File: src/rtl/sdrc_wb_traffic_master_if.sv
// Wishbone bus between the traffic master and an SDRAM-controller slave port.
interface sdrc_wb_traffic_master_if #(
    parameter int APP_AW = 26,
    parameter int DW     = 32
);
    logic              wb_cyc_o;
    logic              wb_stb_o;
    logic              wb_we_o;
    logic [APP_AW-1:0] wb_addr_o;
    logic [DW-1:0]     wb_dat_o;
    logic [DW/8-1:0]   wb_sel_o;
    logic [2:0]        wb_cti_o;
    logic              wb_ack_i;
    logic [DW-1:0]     wb_dat_i;

    modport master (
        output wb_cyc_o, wb_stb_o, wb_we_o, wb_addr_o, wb_dat_o, wb_sel_o, wb_cti_o,
        input  wb_ack_i, wb_dat_i
    );

    modport slave (
        input  wb_cyc_o, wb_stb_o, wb_we_o, wb_addr_o, wb_dat_o, wb_sel_o, wb_cti_o,
        output wb_ack_i, wb_dat_i
    );
endinterface

File: src/rtl/sdrc_wb_traffic_master.sv
// Self-checking Wishbone burst initiator: writes a seed+k pattern, or reads it
// back and counts beats that differ from the pattern.
module sdrc_wb_traffic_master #(
    parameter int APP_AW  = 26,
    parameter int DW      = 32,
    parameter int TIMEOUT = 1023
) (
    input  logic              sys_clk,
    input  logic              RESETN,
    input  logic              cmd_valid,
    output logic              cmd_ready,
    input  logic              cmd_we,
    input  logic [APP_AW-1:0] cmd_addr,
    input  logic [7:0]        cmd_len,
    input  logic [DW-1:0]     cmd_seed,
    output logic              busy,
    output logic              done,
    output logic              timeout_err,
    output logic [15:0]       err_cnt,
    input  logic              clr_err,
    output logic              rd_valid,
    output logic [DW-1:0]     rd_data,
    sdrc_wb_traffic_master_if.master wb
);

    localparam logic [1:0] S_IDLE = 2'd0;
    localparam logic [1:0] S_BUS  = 2'd1;
    localparam logic [1:0] S_DONE = 2'd2;

    localparam int BW = DW / 8;
    localparam int TW = $clog2(TIMEOUT + 1);
    localparam logic [APP_AW-1:0] ALIGN_MASK = ~APP_AW'(BW - 1);

    logic [1:0]        state;
    logic              we_r;
    logic [APP_AW-1:0] addr_r;
    logic [7:0]        len_r;
    logic [DW-1:0]     seed_r;
    logic [7:0]        beat;
    logic [TW-1:0]     tcnt;

    logic              accept;
    logic              in_bus;
    logic              ack;
    logic              last_beat;
    logic              tmo;
    logic [DW-1:0]     pattern;

    assign accept    = cmd_valid & cmd_ready;
    assign in_bus    = (state == S_BUS);
    assign ack       = in_bus & wb.wb_ack_i;
    assign last_beat = (beat == len_r - 8'd1);
    assign tmo       = in_bus & ~wb.wb_ack_i & (tcnt == TW'(TIMEOUT));
    assign pattern   = seed_r + DW'(beat);

    assign cmd_ready = (state == S_IDLE);
    assign busy      = in_bus;
    assign done      = (state == S_DONE);

    // Bus outputs are decoded from state so an async reset drops them at once
    assign wb.wb_cyc_o  = in_bus;
    assign wb.wb_stb_o  = in_bus;
    assign wb.wb_we_o   = in_bus & we_r;
    assign wb.wb_addr_o = in_bus ? addr_r : '0;
    assign wb.wb_dat_o  = (in_bus & we_r) ? pattern : '0;
    assign wb.wb_sel_o  = in_bus ? '1 : '0;
    assign wb.wb_cti_o  = in_bus ? (last_beat ? 3'b111 : 3'b010) : 3'b000;

    // Command FSM: latch command, step beats on ack, abort on timeout
    always_ff @(posedge sys_clk or negedge RESETN) begin
        if (!RESETN) begin
            state  <= S_IDLE;
            we_r   <= 1'b0;
            addr_r <= '0;
            len_r  <= '0;
            seed_r <= '0;
            beat   <= '0;
            tcnt   <= '0;
        end else begin
            case (state)
                S_IDLE: begin
                    if (accept) begin
                        we_r   <= cmd_we;
                        addr_r <= cmd_addr & ALIGN_MASK;
                        len_r  <= cmd_len;
                        seed_r <= cmd_seed;
                        beat   <= '0;
                        tcnt   <= '0;
                        state  <= (cmd_len == 8'd0) ? S_DONE : S_BUS;
                    end
                end
                S_BUS: begin
                    if (ack) begin
                        tcnt <= '0;
                        if (last_beat) begin
                            state <= S_DONE;
                        end else begin
                            beat   <= beat + 8'd1;
                            addr_r <= addr_r + APP_AW'(BW);
                        end
                    end else if (tmo) begin
                        state <= S_DONE;
                    end else begin
                        tcnt <= tcnt + TW'(1);
                    end
                end
                S_DONE:  state <= S_IDLE;
                default: state <= S_IDLE;
            endcase
        end
    end

    // Read capture, mismatch counting and sticky timeout flag; clear has priority
    always_ff @(posedge sys_clk or negedge RESETN) begin
        if (!RESETN) begin
            rd_valid    <= 1'b0;
            rd_data     <= '0;
            err_cnt     <= '0;
            timeout_err <= 1'b0;
        end else begin
            rd_valid <= ack & ~we_r;
            if (ack & ~we_r) begin
                rd_data <= wb.wb_dat_i;
            end
            if (clr_err) begin
                err_cnt <= '0;
            end else if (ack & ~we_r & (wb.wb_dat_i != pattern) & (err_cnt != 16'hFFFF)) begin
                err_cnt <= err_cnt + 16'd1;
            end
            if (clr_err) begin
                timeout_err <= 1'b0;
            end else if (tmo) begin
                timeout_err <= 1'b1;
            end
        end
    end

endmodule
File: src/flat_wrapper.sv
// flat-port wrapper written by rule: the top's interface ports become plain ports
module sdrc_wb_traffic_master_flat 
#(
    parameter int APP_AW  = 26,
    parameter int DW      = 32,
    parameter int TIMEOUT = 1023
)
  (sys_clk, RESETN, cmd_valid, cmd_ready, cmd_we, cmd_addr, cmd_len, cmd_seed, busy, done, timeout_err, err_cnt, clr_err, rd_valid, rd_data, wb_wb_cyc_o, wb_wb_stb_o, wb_wb_we_o, wb_wb_addr_o, wb_wb_dat_o, wb_wb_sel_o, wb_wb_cti_o, wb_wb_ack_i, wb_wb_dat_i);
  sdrc_wb_traffic_master_if #(.APP_AW(APP_AW), .DW(DW)) wb_i ();
  input  logic sys_clk;
  input  logic RESETN;
  input  logic cmd_valid;
  output logic cmd_ready;
  input  logic cmd_we;
  input  logic [APP_AW-1:0] cmd_addr;
  input  logic [7:0] cmd_len;
  input  logic [DW-1:0] cmd_seed;
  output logic busy;
  output logic done;
  output logic timeout_err;
  output logic [15:0] err_cnt;
  input  logic clr_err;
  output logic rd_valid;
  output logic [DW-1:0] rd_data;
  output wire logic [$bits(wb_i.wb_cyc_o)-1:0] wb_wb_cyc_o;
  output wire logic [$bits(wb_i.wb_stb_o)-1:0] wb_wb_stb_o;
  output wire logic [$bits(wb_i.wb_we_o)-1:0] wb_wb_we_o;
  output wire logic [$bits(wb_i.wb_addr_o)-1:0] wb_wb_addr_o;
  output wire logic [$bits(wb_i.wb_dat_o)-1:0] wb_wb_dat_o;
  output wire logic [$bits(wb_i.wb_sel_o)-1:0] wb_wb_sel_o;
  output wire logic [$bits(wb_i.wb_cti_o)-1:0] wb_wb_cti_o;
  input wire logic [$bits(wb_i.wb_ack_i)-1:0] wb_wb_ack_i;
  input wire logic [$bits(wb_i.wb_dat_i)-1:0] wb_wb_dat_i;
  assign wb_wb_cyc_o = wb_i.wb_cyc_o;
  assign wb_wb_stb_o = wb_i.wb_stb_o;
  assign wb_wb_we_o = wb_i.wb_we_o;
  assign wb_wb_addr_o = wb_i.wb_addr_o;
  assign wb_wb_dat_o = wb_i.wb_dat_o;
  assign wb_wb_sel_o = wb_i.wb_sel_o;
  assign wb_wb_cti_o = wb_i.wb_cti_o;
  assign wb_i.wb_ack_i = wb_wb_ack_i;
  assign wb_i.wb_dat_i = wb_wb_dat_i;
  sdrc_wb_traffic_master #(.APP_AW(APP_AW), .DW(DW), .TIMEOUT(TIMEOUT)) u_core (.sys_clk(sys_clk), .RESETN(RESETN), .cmd_valid(cmd_valid), .cmd_ready(cmd_ready), .cmd_we(cmd_we), .cmd_addr(cmd_addr), .cmd_len(cmd_len), .cmd_seed(cmd_seed), .busy(busy), .done(done), .timeout_err(timeout_err), .err_cnt(err_cnt), .clr_err(clr_err), .rd_valid(rd_valid), .rd_data(rd_data), .wb(wb_i));
endmodule
File: config.mk
export PLATFORM = sky130hd
export DESIGN_NAME = sdrc_wb_traffic_master_flat
export DESIGN_NICKNAME = d
export VERILOG_FILES = /design/src/rtl/sdrc_wb_traffic_master_if.sv /design/src/rtl/sdrc_wb_traffic_master.sv /design/src/flat_wrapper.sv
export SDC_FILE = /design/constraint.sdc
export NUM_CORES = 1
export LEC_CHECK = 0
export BUFFER_PORTS_ARGS = -buffer_cell sky130_fd_sc_hd__buf_2
export CAP_MARGIN = 20
export CORE_MARGIN = 2
export CORE_UTILIZATION = 35
export CTS_CLUSTER_SIZE = 8
export DETAILED_ROUTE_END_ITERATION = 10
export GPL_TIMING_DRIVEN = 0
export HOLD_SLACK_MARGIN = 0.08
export PLACE_DENSITY = 0.56
export SLEW_MARGIN = 20
export SYNTH_ARGS = -nofsm -noshare
export SYNTH_HDL_FRONTEND = slang
export SYNTH_SLANG_ARGS = --single-unit
export TNS_END_PERCENT = 10
File: constraint.sdc
create_clock -name sys_clk -period 5.1 [get_ports sys_clk]
set_input_delay 0.51 -clock sys_clk [delete_from_list [all_inputs] [get_ports sys_clk]]
set_output_delay 0.51 -clock sys_clk [all_outputs]
set_load 0.005 [all_outputs]
* After elaboration in Yosys (flattened, before gate mapping)
Cells that the tools add are included.
** Cells by class
- Reduce and logical (&&, ||, !) cells :: 9
- Add/sub/neg operators :: 6
- Bitwise gates (word level) :: 10
- Equality and inequality tests :: 12
- Muxes and demuxes :: 27
** Operators by type and width (number)
- $mux 26 :: 4
- $pmux 26 s2 :: 1
- $add 32x8->32 :: 1
- $mux 16 :: 2
- $mux 32 :: 1
- $ne 32x32->1 :: 1
- $mux 10 :: 3
- $add 26x3->26 const B :: 1
- $mux 8 :: 3
- $pmux 10 s2 :: 1
- $add 16x1->16 const B :: 1
- $ne 16x16->1 const B :: 1
- $pmux 8 s2 :: 1
- $add 10x1->10 const B :: 1
- $eq 10x10->1 const B :: 1
- $mux 2 :: 5
- $ne 3x3->1 const B :: 3
- $add 8x1->8 const B :: 1
- $and 1x1->1 :: 8
- $eq 8x8->1 :: 1
- $logic_not 8->1 :: 1
- $sub 8x1->8 const B :: 1
- $mux 3 :: 2
- $ne 2x2->1 const B :: 3
- 11 further kinds :: 16
** Storage, ports and cells
- Register bits after elaboration :: 137
- Bits of input ports :: 104
- Word-level logic and storage cells :: 75

* Logic depth before layout (Yosys ltp)
- Depth in word-level cells :: 7
- Mapped depth :: 16
- Depth with buffers taken out :: 13

* Least setup slack after synthesis
Ideal clock, no wire load.
- Path kind :: register to register
- Start point :: reg u_core.beat[0]
- End point :: reg u_core.err_cnt[0]
- Library setup time :: 0.125 ns
- Arrival time :: 3.481 ns
- Slack :: 1.494 ns
- Stages on the path, launching flop included :: 17
- Path through :: dfrtp_1 ha_1 inv_1 fa_1 nand2b_1 a211oi_2 o21a_1 buf_2 a22oi_1 a2111oi_2 o211ai_1 a2111oi_2 and3_1 buf_6 buf_8 nor2_2 mux2_4
** Between the ends
- Cells in the longest elaborated chain, start to end :: 5
** RTL lines
- start: declaration :: line sdrc_wb_traffic_master.sv:39 : logic [7:0] beat;
- start signal: assignment :: line sdrc_wb_traffic_master.sv:98 : beat <= beat + 8'd1;
- $add 32x8->32 :: line sdrc_wb_traffic_master.sv:54 : assign pattern = seed_r + DW'(beat);
- $ne 32x32->1 :: line sdrc_wb_traffic_master.sv:127 : end else if (ack & ~we_r & (wb.wb_dat_i != pattern) & (err_cnt != 16'hFFFF)) begin
- $and 1x1->1 (2 in a row) :: line sdrc_wb_traffic_master.sv:127
- $reduce_bool 2->1 (no line)
- end signal: assignment :: line sdrc_wb_traffic_master.sv:128 : err_cnt <= err_cnt + 16'd1;
- end: declaration :: line sdrc_wb_traffic_master.sv:19 : output logic [15:0] err_cnt,
No other way between the ends.
A chain may end at the register's enable or synchronous reset.

* Worst setup path in the final report
- Start point :: reg u_core.beat[0]
- End point :: reg u_core.err_cnt[2]
Same word-level chain as after synthesis.

==> results.md <==
* Gpl congestion at roughly 0.9
* H-Tree Depth at 4
* GRT overflow at 0
* Vias at ~8300
* Area grow syn2layout at 24.8%
* Drt drc at 0
* Primary FF master, synth: dfrtp_1
* Fillcell total at between 2000 and 3000
* Routed vias/inst at 5.13
* DRT antenna net count at 0
* Detail Placement HPWL at ~21 mm
* Num CTS Buffers at 17
* Distinct cells, synth at around 70
* Clk sink count at 135
* Core area at 24300 um2
* All-Layer GR Usage at around a fifth
* Final setup fails at 0
* Finished Core Util at 44.6%
* Yosys warnings at 0
* Synthesized flop and latch total at around 140
* CTS tree: yes
* Final hold vios at 0
* Die Span X at ~160 um
* Post-synth EDFFs at 0
* CP Data Arrival Time at approximately 4800 ps
* Clock buffer depth at 2
* Req. time, crit path at 5410 ps
* Share of cells above drive strength 1 at 25.9%
* Hold WC Path Type: in -> reg
* CP Max Fanout at 10
* Min-Delay Endpoint: u_core.seed_r[18]
* PD cells at roughly 530 nW/um2
* Initial antenna violation count at 1
* Syn Std Cell Area at just under 9000 um2
* Fmax at 225 MHz
* Post-synth ARST share at 100%
* Post-synthesis instance total at between 1000 and 1500
* Total die area at between 20000 and 30000 um2
* Starting Density at a little over a third
* Crit path kind: reg -> reg
* CTS root buf: clkbuf_16
* Die H at 162 um
* Max_slew headroom at around a quarter
* P_leak at between 5 and 6 nW
* RR Endpoint: u_core.err_cnt[2]
* Pin count of the biggest net entering global routing at 74
* Clock-pin slew on the worst setup and hold paths at approximately 60 ps
* Slew @ Worst Pin at 1110 ps
* Post-CTS Resized at 0
* Post-synthesis sequential area ratio at 38.9%
* Hold Path Depth at 3
* # rows at 57
* # IOs at 225
* Clk_lat worst skew at 440 ps
* Post-CTS setup buffer count at 0
* Minimum clock period at between 4000 and 5000 ps
* Fin. max-slew vios at 0
* Total negative setup slack at 0 ps
* Outcome: completed
* HP Start: cmd_seed[18]
* Drt first-iter violations at 391
* Max capacitance violation total at 0
* WL final at around 28 mm
* PortBufs at 220
* CP Capture Type: flop
* RSZ-0062 raised after global routing: false
* Vias in the first global route at 7981
* Reg2reg setup slack at ~660 ps
* R2R depth at 16
* Critical Path Start Type: flop
* Final nets at around 1400
* Clock Skew at approximately 14 ps
* Post-Syn Area per Cell at approximately 8.4 um2
* Drt pass-1 iters at 5
* FF-to-FF Start: u_core.beat[0]
* Final period util at between 80% and 90%
* First-pass GRT wire length at around 44 mm
* Worst vdd ir at 239 uV
* Wire length per cell at 17.1 um
[stage by stage]
stage	setup WS [ps]	hold slack, ps	power [mW]	instances	area, um2
2_1_floorplan	1490	214	3.55	1035	8690
3_3_place_gp	720	467	4.49	1579	10200
3_5_place_dp	675	476	4.54	1580	10200
4_1_cts	665	255	5.84	1613	10800
5_1_grt	337	267	6.24	1614	10800
6_report	663	266	5.79	1614	10800
[cell type report]
cell class / count / area [um2] / share of cell area (%)
Inverter: 22 / 82.6 / 0.762
Clock buffer: 20 / 457 / 4.21
Clock inverter: 12 / 140 / 1.29
Timing Repair Buffer: 222 / 1150 / 10.6
Sequential cell: 135 / 3380 / 31.2
Antenna cell: 1 / 2.50 / 0.0231
Multi-Input combinational cell: 807 / 4880 / 45.0
Tap cell: 324 / 405 / 3.74
Buffer: 71 / 347 / 3.20
[layer usage]
layer	part of all wire [%]	up-vias	GRT usage, %
li1	-	4093	-
met1	48	3903	30.2
met5	0	-	0
met2	45	250	32.8
met3	5.5	28	3.70
met4	1.8	0	6.45
[sequential cells by signal, summed over array words and instances, names as in the netlist]
register            flops
u_core.state            2
u_core.len_r            8
u_core.err_cnt         16
u_core.tcnt            10
u_core.rd_valid         1
u_core.seed_r          32
u_core.timeout_err      1
u_core.rd_data         32
u_core.we_r             1
u_core.beat             8
u_core.addr_r          24
[worst max-delay path by stage]
stage	cells after the start	slack [ps]	start	end
after CTS	16	660	u_core.beat[0]	u_core.err_cnt[2]
after floorplan	16	1490	u_core.beat[0]	u_core.err_cnt[0]
after global placement	16	720	u_core.beat[0]	u_core.err_cnt[0]
final	16	660	u_core.beat[0]	u_core.err_cnt[2]
after global routing	16	340	u_core.beat[0]	u_core.err_cnt[14]
after detailed placement	16	680	u_core.beat[0]	u_core.err_cnt[2]
[synth_stat cells (6+ instances only)]
cell type    n  area, um2
and2_1      27        169
o22ai_1      7       43.8
nand4_1     30        188
nor3_1      14       70.1
nand2b_1    10       62.6
mux2_2      35        394
nor2b_1      9       56.3
and3_1      20        125
clkbuf_1    38        143
o21ai_0     56        280
nand3_1     25        125
nor2_1     100        375
a21oi_1     70        350
ha_1        13        163
dfrtp_1    135       3380
buf_1        7       26.3
nand2_1    184        691
nor4_1      12       75.1
buf_2       12       60.1
xnor2_1     40        350
inv_1       22       82.6
buf_4       10       75.1
xor2_1      37        324
and4_1       6       52.6
o211ai_1     8       60.1
or3_1       19        119
[cells by family after synthesis]
| logic type | after synthesis | share of synthesized area [%] |
|---|---|---|
| flops | 135 | 38.9 |
| mux | 40 | 5.24 |
| xor+xnor | 79 | 8.31 |
| fa+ha+maj | 14 | 2.10 |
| simple gates | 474 | 26.1 |
| other cells | 1 | 0.0432 |
| compound gates | 198 | 14.4 |
| buf+inv | 93 | 4.94 |
[cell usage in the layout, fill, tap and decap left out, types with 20 or more instances in the layout]
cell type,instances
nand4_1,30
dfrtp_1,135
mux2_2,35
xor2_1,37
clkbuf_1,39
and3_1,20
inv_1,22
nand2_1,184
nor2_1,100
xnor2_1,40
nand3_1,25
a21oi_1,70
o21ai_0,56
buf_2,231
and2_1,27
[critical path, stage by stage, from the launching register on]
cell and delay [ps]:
dfrtp_1 490, ha_1 230, inv_1 60, fa_1 400, nand2b_1 190, a211oi_2 420
o21a_1 300, buf_2 310, a22oi_1 170, a2111oi_2 360, o211ai_1 190, a2111oi_2 320
and3_1 250, buf_6 150, buf_8 130, nor2_2 50, mux2_4 290
[report_power, final]
group | leakage [nW] | total [mW] | internal [mW] | switching (mW)
registers | 1.69 | 1.81 | 1.48 | 0.327
logic | 3.05 | 2.71 | 1.15 | 1.56
clock network | 0.284 | 1.28 | 0.753 | 0.524
total | 5.02 | 5.79 | 3.38 | 2.41
[timing repair]
| action | in CTS | in global routing |
|---|---|---|
| hold buffers | 1 | 0 |
| hold endpoints to repair | 18 | 0 |
| endpoints found under the setup margin | 0 | 0 |
No activity file was read; power rests on OpenSTA's default activity.
